--- src/rtl/mem_port_arbiter.sv ---
// -----------------------------------------------------------------------------
// mem_port_arbiter
//
// Purpose:
//   Shares one single-ported, variable-latency unified memory between the
//   instruction-fetch port (F stage) and the data port (M stage). Only one
//   transaction is outstanding at a time. Each port receives a one-cycle ready
//   pulse when its transaction completes. The hazard unit inverts these pulses
//   to produce fetch and memory stalls.
//
// Arbitration:
//   Requests are sampled only in IDLE. Data wins over fetch. A completed
//   transaction always returns to IDLE for one cycle, so two back-to-back
//   transactions are separated by one bubble cycle with mem_req low.
//
// Optional feature:
//   MEMARB_STARVE_GUARD_EN - when defined, a saturating streak counter counts
//   data grants made while fetch is waiting. Once the counter reaches STREAK,
//   the next grant goes to fetch. When undefined, data priority is strict and
//   fetch can starve.
//
// Ports:
//   clk       - single clock, all state on the rising edge
//   reset     - asynchronous, active-low reset
//   ireq      - fetch request, held until iready
//   iaddr     - fetch address
//   irdata    - fetch data, zero unless iready
//   iready    - one-cycle fetch completion pulse
//   dreq      - data request, held until dready
//   dwe       - data write enable
//   daddr     - data address
//   dwdata    - store data
//   drdata    - load data, zero unless dready
//   dready    - one-cycle data completion pulse
//   mem_req   - memory request, held until mem_ack
//   mem_we    - memory write enable
//   mem_addr  - memory address
//   mem_wdata - memory write data
//   mem_rdata - memory read data, valid with mem_ack
//   mem_ack   - one-cycle memory completion
// -----------------------------------------------------------------------------
module mem_port_arbiter #(
  parameter int AW     = 32,
  parameter int DW     = 32,
  parameter int STREAK = 4
) (
  input  logic          clk,
  input  logic          reset,
  input  logic          ireq,
  input  logic [AW-1:0] iaddr,
  output logic [DW-1:0] irdata,
  output logic          iready,
  input  logic          dreq,
  input  logic          dwe,
  input  logic [AW-1:0] daddr,
  input  logic [DW-1:0] dwdata,
  output logic [DW-1:0] drdata,
  output logic          dready,
  output logic          mem_req,
  output logic          mem_we,
  output logic [AW-1:0] mem_addr,
  output logic [DW-1:0] mem_wdata,
  input  logic [DW-1:0] mem_rdata,
  input  logic          mem_ack
);

  typedef enum logic [1:0] {
    IDLE  = 2'd0,
    IBUSY = 2'd1,
    DBUSY = 2'd2
  } state_t;

  state_t        state_q, state_d;
  logic          we_q, we_d;
  logic [AW-1:0] addr_q, addr_d;
  logic [DW-1:0] wdata_q, wdata_d;

  logic          force_fetch;
  logic          grant_d;
  logic          grant_i;

  // In IDLE, data wins unless the starvation guard forces a fetch. The guard
  // can only assert while ireq is high, so a forced grant always has a fetch
  // to serve.
  assign grant_d = (state_q == IDLE) && dreq && !force_fetch;
  assign grant_i = (state_q == IDLE) && ireq && !grant_d;

`ifdef MEMARB_STARVE_GUARD_EN
  localparam int CNT_W = $clog2(STREAK + 1);
  localparam logic [CNT_W-1:0] STREAK_MAX = CNT_W'(STREAK);

  logic [CNT_W-1:0] streak_q, streak_d;

  assign force_fetch = ireq && (streak_q == STREAK_MAX);

  // The counter grows only while fetch is actually waiting. Any fetch grant,
  // or a data grant with no fetch pending, ends the streak.
  always_comb begin
    streak_d = streak_q;
    if (grant_d) begin
      if (!ireq) begin
        streak_d = '0;
      end else if (streak_q != STREAK_MAX) begin
        streak_d = streak_q + CNT_W'(1);
      end
    end else if (grant_i) begin
      streak_d = '0;
    end
  end

  always_ff @(posedge clk or negedge reset) begin
    if (!reset) begin
      streak_q <= '0;
    end else begin
      streak_q <= streak_d;
    end
  end
`else
  assign force_fetch = 1'b0;
`endif

  // Next-state logic. The winning port's request fields are captured at the
  // grant edge. The memory port is driven only from these registers, so a
  // requester that changes or drops its inputs mid-transaction has no effect.
  always_comb begin
    state_d = state_q;
    we_d    = we_q;
    addr_d  = addr_q;
    wdata_d = wdata_q;
    case (state_q)
      IDLE: begin
        if (grant_d) begin
          state_d = DBUSY;
          we_d    = dwe;
          addr_d  = daddr;
          wdata_d = dwdata;
        end else if (grant_i) begin
          state_d = IBUSY;
          we_d    = 1'b0;
          addr_d  = iaddr;
          wdata_d = '0;
        end
      end
      IBUSY, DBUSY: begin
        if (mem_ack) begin
          state_d = IDLE;
        end
      end
      default: begin
        state_d = IDLE;
      end
    endcase
  end

  always_ff @(posedge clk or negedge reset) begin
    if (!reset) begin
      state_q <= IDLE;
      we_q    <= 1'b0;
      addr_q  <= '0;
      wdata_q <= '0;
    end else begin
      state_q <= state_d;
      we_q    <= we_d;
      addr_q  <= addr_d;
      wdata_q <= wdata_d;
    end
  end

  // The request is held for as long as a transaction is owned. An ack seen in
  // IDLE matches neither busy state, so it is ignored.
  assign mem_req   = (state_q != IDLE);
  assign mem_we    = we_q;
  assign mem_addr  = addr_q;
  assign mem_wdata = wdata_q;

  assign iready = (state_q == IBUSY) && mem_ack;
  assign dready = (state_q == DBUSY) && mem_ack;
  assign irdata = iready ? mem_rdata : '0;
  assign drdata = dready ? mem_rdata : '0;

endmodule

--- config.mk ---
export PLATFORM = sky130hd
export DESIGN_NAME = mem_port_arbiter
export DESIGN_NICKNAME = d
export VERILOG_FILES = /design/src/rtl/mem_port_arbiter.sv
export SDC_FILE = /design/constraint.sdc
export NUM_CORES = 1
export LEC_CHECK = 0
export CAP_MARGIN = 20
export CORE_MARGIN = 4
export CORE_UTILIZATION = 36
export DETAILED_ROUTE_END_ITERATION = 10
export PLACE_DENSITY = 0.95
export SYNTH_ARGS = -nofsm -noshare
export SYNTH_HDL_FRONTEND = slang
export SYNTH_SLANG_ARGS = --single-unit
export TNS_END_PERCENT = 20
--- constraint.sdc ---
create_clock -name clk -period 4.2 [get_ports clk]
set_input_delay 0.84 -clock clk [delete_from_list [all_inputs] [get_ports clk]]
set_output_delay 0.84 -clock clk [all_outputs]
set_load 0.02 [all_outputs]
==> run metrics <==
Overall Global Routing Usage between 20% and 30%; kind of cell adding the most delay to the critical path buffers and inverters; crit path max-delay cell type clkdlybuf4s50_1; Die X around 100 um; total die area 10800 um2; critical path's most frequent cell clkdlybuf4s50_1; CP startpoint kind input pin; Nets roughly 700; Max Clk Rate 296 MHz; Max Cap Viol 0; post-route minimum period roughly 3.4 ns; sw power roughly 0.0016 W; Post-CTS Setup Bufs 0; initial antenna violation count 0; Reg clk slew, reported paths approximately 0.07 ns; synthesis-to-finish area growth 85.7%; internal power between 0.002 and 0.0025 W; post-synthesis sequential area ratio between 50% and 60%; clock sinks 67; most common cell after layout, fill and taps aside clkdlybuf4s50_1; FF+latch count, synth 67; # rows 34; Synth Net Count ~450; CTS root buf clkbuf_8; PD cells 649 nW/um2; Antenna diodes 0; commonest non-fill, non-tap cells in the layout clkdlybuf4s50_1, dfrtp_1, and3_1; CP max FO 67; final period utilization between 80% and 90%; DR vias/cell roughly 5.5; IO Port Bufs between 200 and 300; relative slew slack about two fifths; Worst-Skew Late Latency about 0.34 ns; Reg power frac between 20% and 30%; critical-path cell list clkdlybuf4s50_1 -> buf_4 -> and3_1 -> clkdlybuf4s50_1; combinational share of power between 50 and 60%; pin count of the biggest net entering global routing between 60 and 70; Final ANT Viol Nets 0; DRT iter0 DRCs about 140; routed len/inst 19.8 um; # DRC 0; Mapped Area 3330 um2; clock network power share between 10% and 20%; HP Class in -> async; vias in the first global route a little under 4k; Initial Utilization 37.6%; kind of critical path in -> out; htree depth 3; Crit path largest cell delay roughly 0.62 ns; total grt overflow 0; Fin. Hold Viols 0; setup TNS 0 ns; WP buf/inv 3; fraction of layout cells with a size suffix above 1 between 4 and 5%; WP data required about 3.4 ns; Vias approximately 3.7k; Non-Filler Instances 675; clock buffer count from CTS 9; Pleak 2.67 nW; synth warn 0; Post-Place Cells 658; Synth Instances 317; RSZ-0062 raised after global routing no; DP HPWL approximately 10 mm; Slew Limit Fails 0; Clock Path Buffers 2; Worst-Margin Slew between 0.8 and 0.9 ns; Top-Level Pins 266; Routed WL around 13 mm; status finished clean; cts hold-fix bufs 0; Critical Path End Type primary output; crit path DAT approximately 2.5 ns; global-route wire length before repair roughly 21 mm; Worst Clk Skew about 0.015 ns; synth unique cells 22; Filler cells approximately 670; VDD IR max around 410 uV; die height roughly 100 um; routability cong. ~0.8; Final setup viols 0; switching share of power between 40% and 50%; CTS tree yes; syn avg cell area ~10 um2; post-cts resize count 0; Core ar. a little under 9000 um2; drt first pass iters 4
final timing paths:
path                                           from                  endpoint  slack, ns  depth (start not counted)
setup / recovery                            mem_ack                irdata[24]       0.82                          4
setup reg to reg             state_q[0]$_DFFE_PN0P_  mem_addr[19]$_DFFE_PN0P_       1.93                          7
max in group asynchronous                     reset  mem_wdata[6]$_DFFE_PN0P_       2.74                          2
hold / removal                                reset  mem_addr[24]$_DFFE_PN0P_       0.49                          1
hold reg to reg            mem_wdata[6]$_DFFE_PN0P_  mem_wdata[6]$_DFFE_PN0P_       0.50                          1
min in group clk           mem_wdata[6]$_DFFE_PN0P_  mem_wdata[6]$_DFFE_PN0P_       0.50                          1
stage by stage:
step / worst slack (ns) / util, % / hold slack (ns) / total power, W / instance area, um2
after floorplan: 1.83 / - / 0.491 / 0.00232 / 3330
after global placement: 0.840 / 67.0 / 0.483 / 0.00328 / 5930
after detailed placement: 0.813 / 67.0 / 0.481 / 0.00336 / 5930
after CTS: 0.814 / 69.7 / 0.492 / 0.00403 / 6170
after global routing: 0.713 / 69.9 / 0.510 / 0.00423 / 6180
final: 0.816 / 69.9 / 0.495 / 0.00401 / 6180
cell usage after synthesis, drive strengths merged:
| cell type | number | share of area (%) |
|---|---|---|
| dfrtp | 67 | 50 |
| and3 | 64 | 12 |
| a22o | 34 | 8.9 |
| nor2 | 32 | 3.6 |
| o22ai | 32 | 6.0 |
| o32ai | 32 | 8.4 |
| clkbuf | 22 | 2.5 |
| buf | 16 | 4.4 |
| nand2 | 4 | 0.75 |
| and2 | 3 | 0.56 |
| ha | 3 | 1.1 |
| inv | 3 | 0.34 |
| o21ai | 2 | 0.30 |
| a21boi | 1 | 0.23 |
| nand2b | 1 | 0.19 |
| or2 | 1 | 0.19 |
sequential cells by signal, indices dropped and copies added (netlist names):
signal	count
mem_wdata	32
mem_we	1
state_q	2
mem_addr	32
kinds of logic after synthesis:
logic type	after synthesis	synth area share, %
flip-flops	67	50.4
adder cells (fa/ha/maj)	3	1.13
AND/OR/NAND/NOR	105	17.3
buffers and inverters	41	7.26
AO/OA/AOI/OAI	101	23.9
power by group through the flow:
| stage | Combinational, W | Sequential, W | Clock (W) |
|---|---|---|---|
| global route | 0.00234 | 0.00120 | 0.000687 |
| detailed placement | 0.00220 | 0.00116 | 0 |
| floorplan | 0.000831 | 0.00149 | 0 |
| CTS | 0.00220 | 0.00116 | 0.000661 |
| global placement | 0.00213 | 0.00115 | 0 |
| finish | 0.00219 | 0.00116 | 0.000655 |
cell type report:
type / instances / area, um2 / area share, %
Inverter: 3 / 11.3 / 0.182
Multi-Input combinational cell: 209 / 1410 / 22.8
Tap cell: 108 / 135 / 2.19
Clock buffer: 9 / 124 / 2.00
Sequential cell: 67 / 1680 / 27.1
Timing Repair Buffer: 272 / 2710 / 43.8
Clock inverter: 7 / 116 / 1.88
layer usage:
metal / up-vias / track usage, % / part of all wire, %
li1: 1717 / - / -
met3: 42 / 6.95 / 7.6
met5: - / 0 / 0
met1: 1754 / 24.1 / 36
met2: 186 / 43.8 / 53
met4: 0 / 12.0 / 4.2
Power figures use the tool's default switching activity.
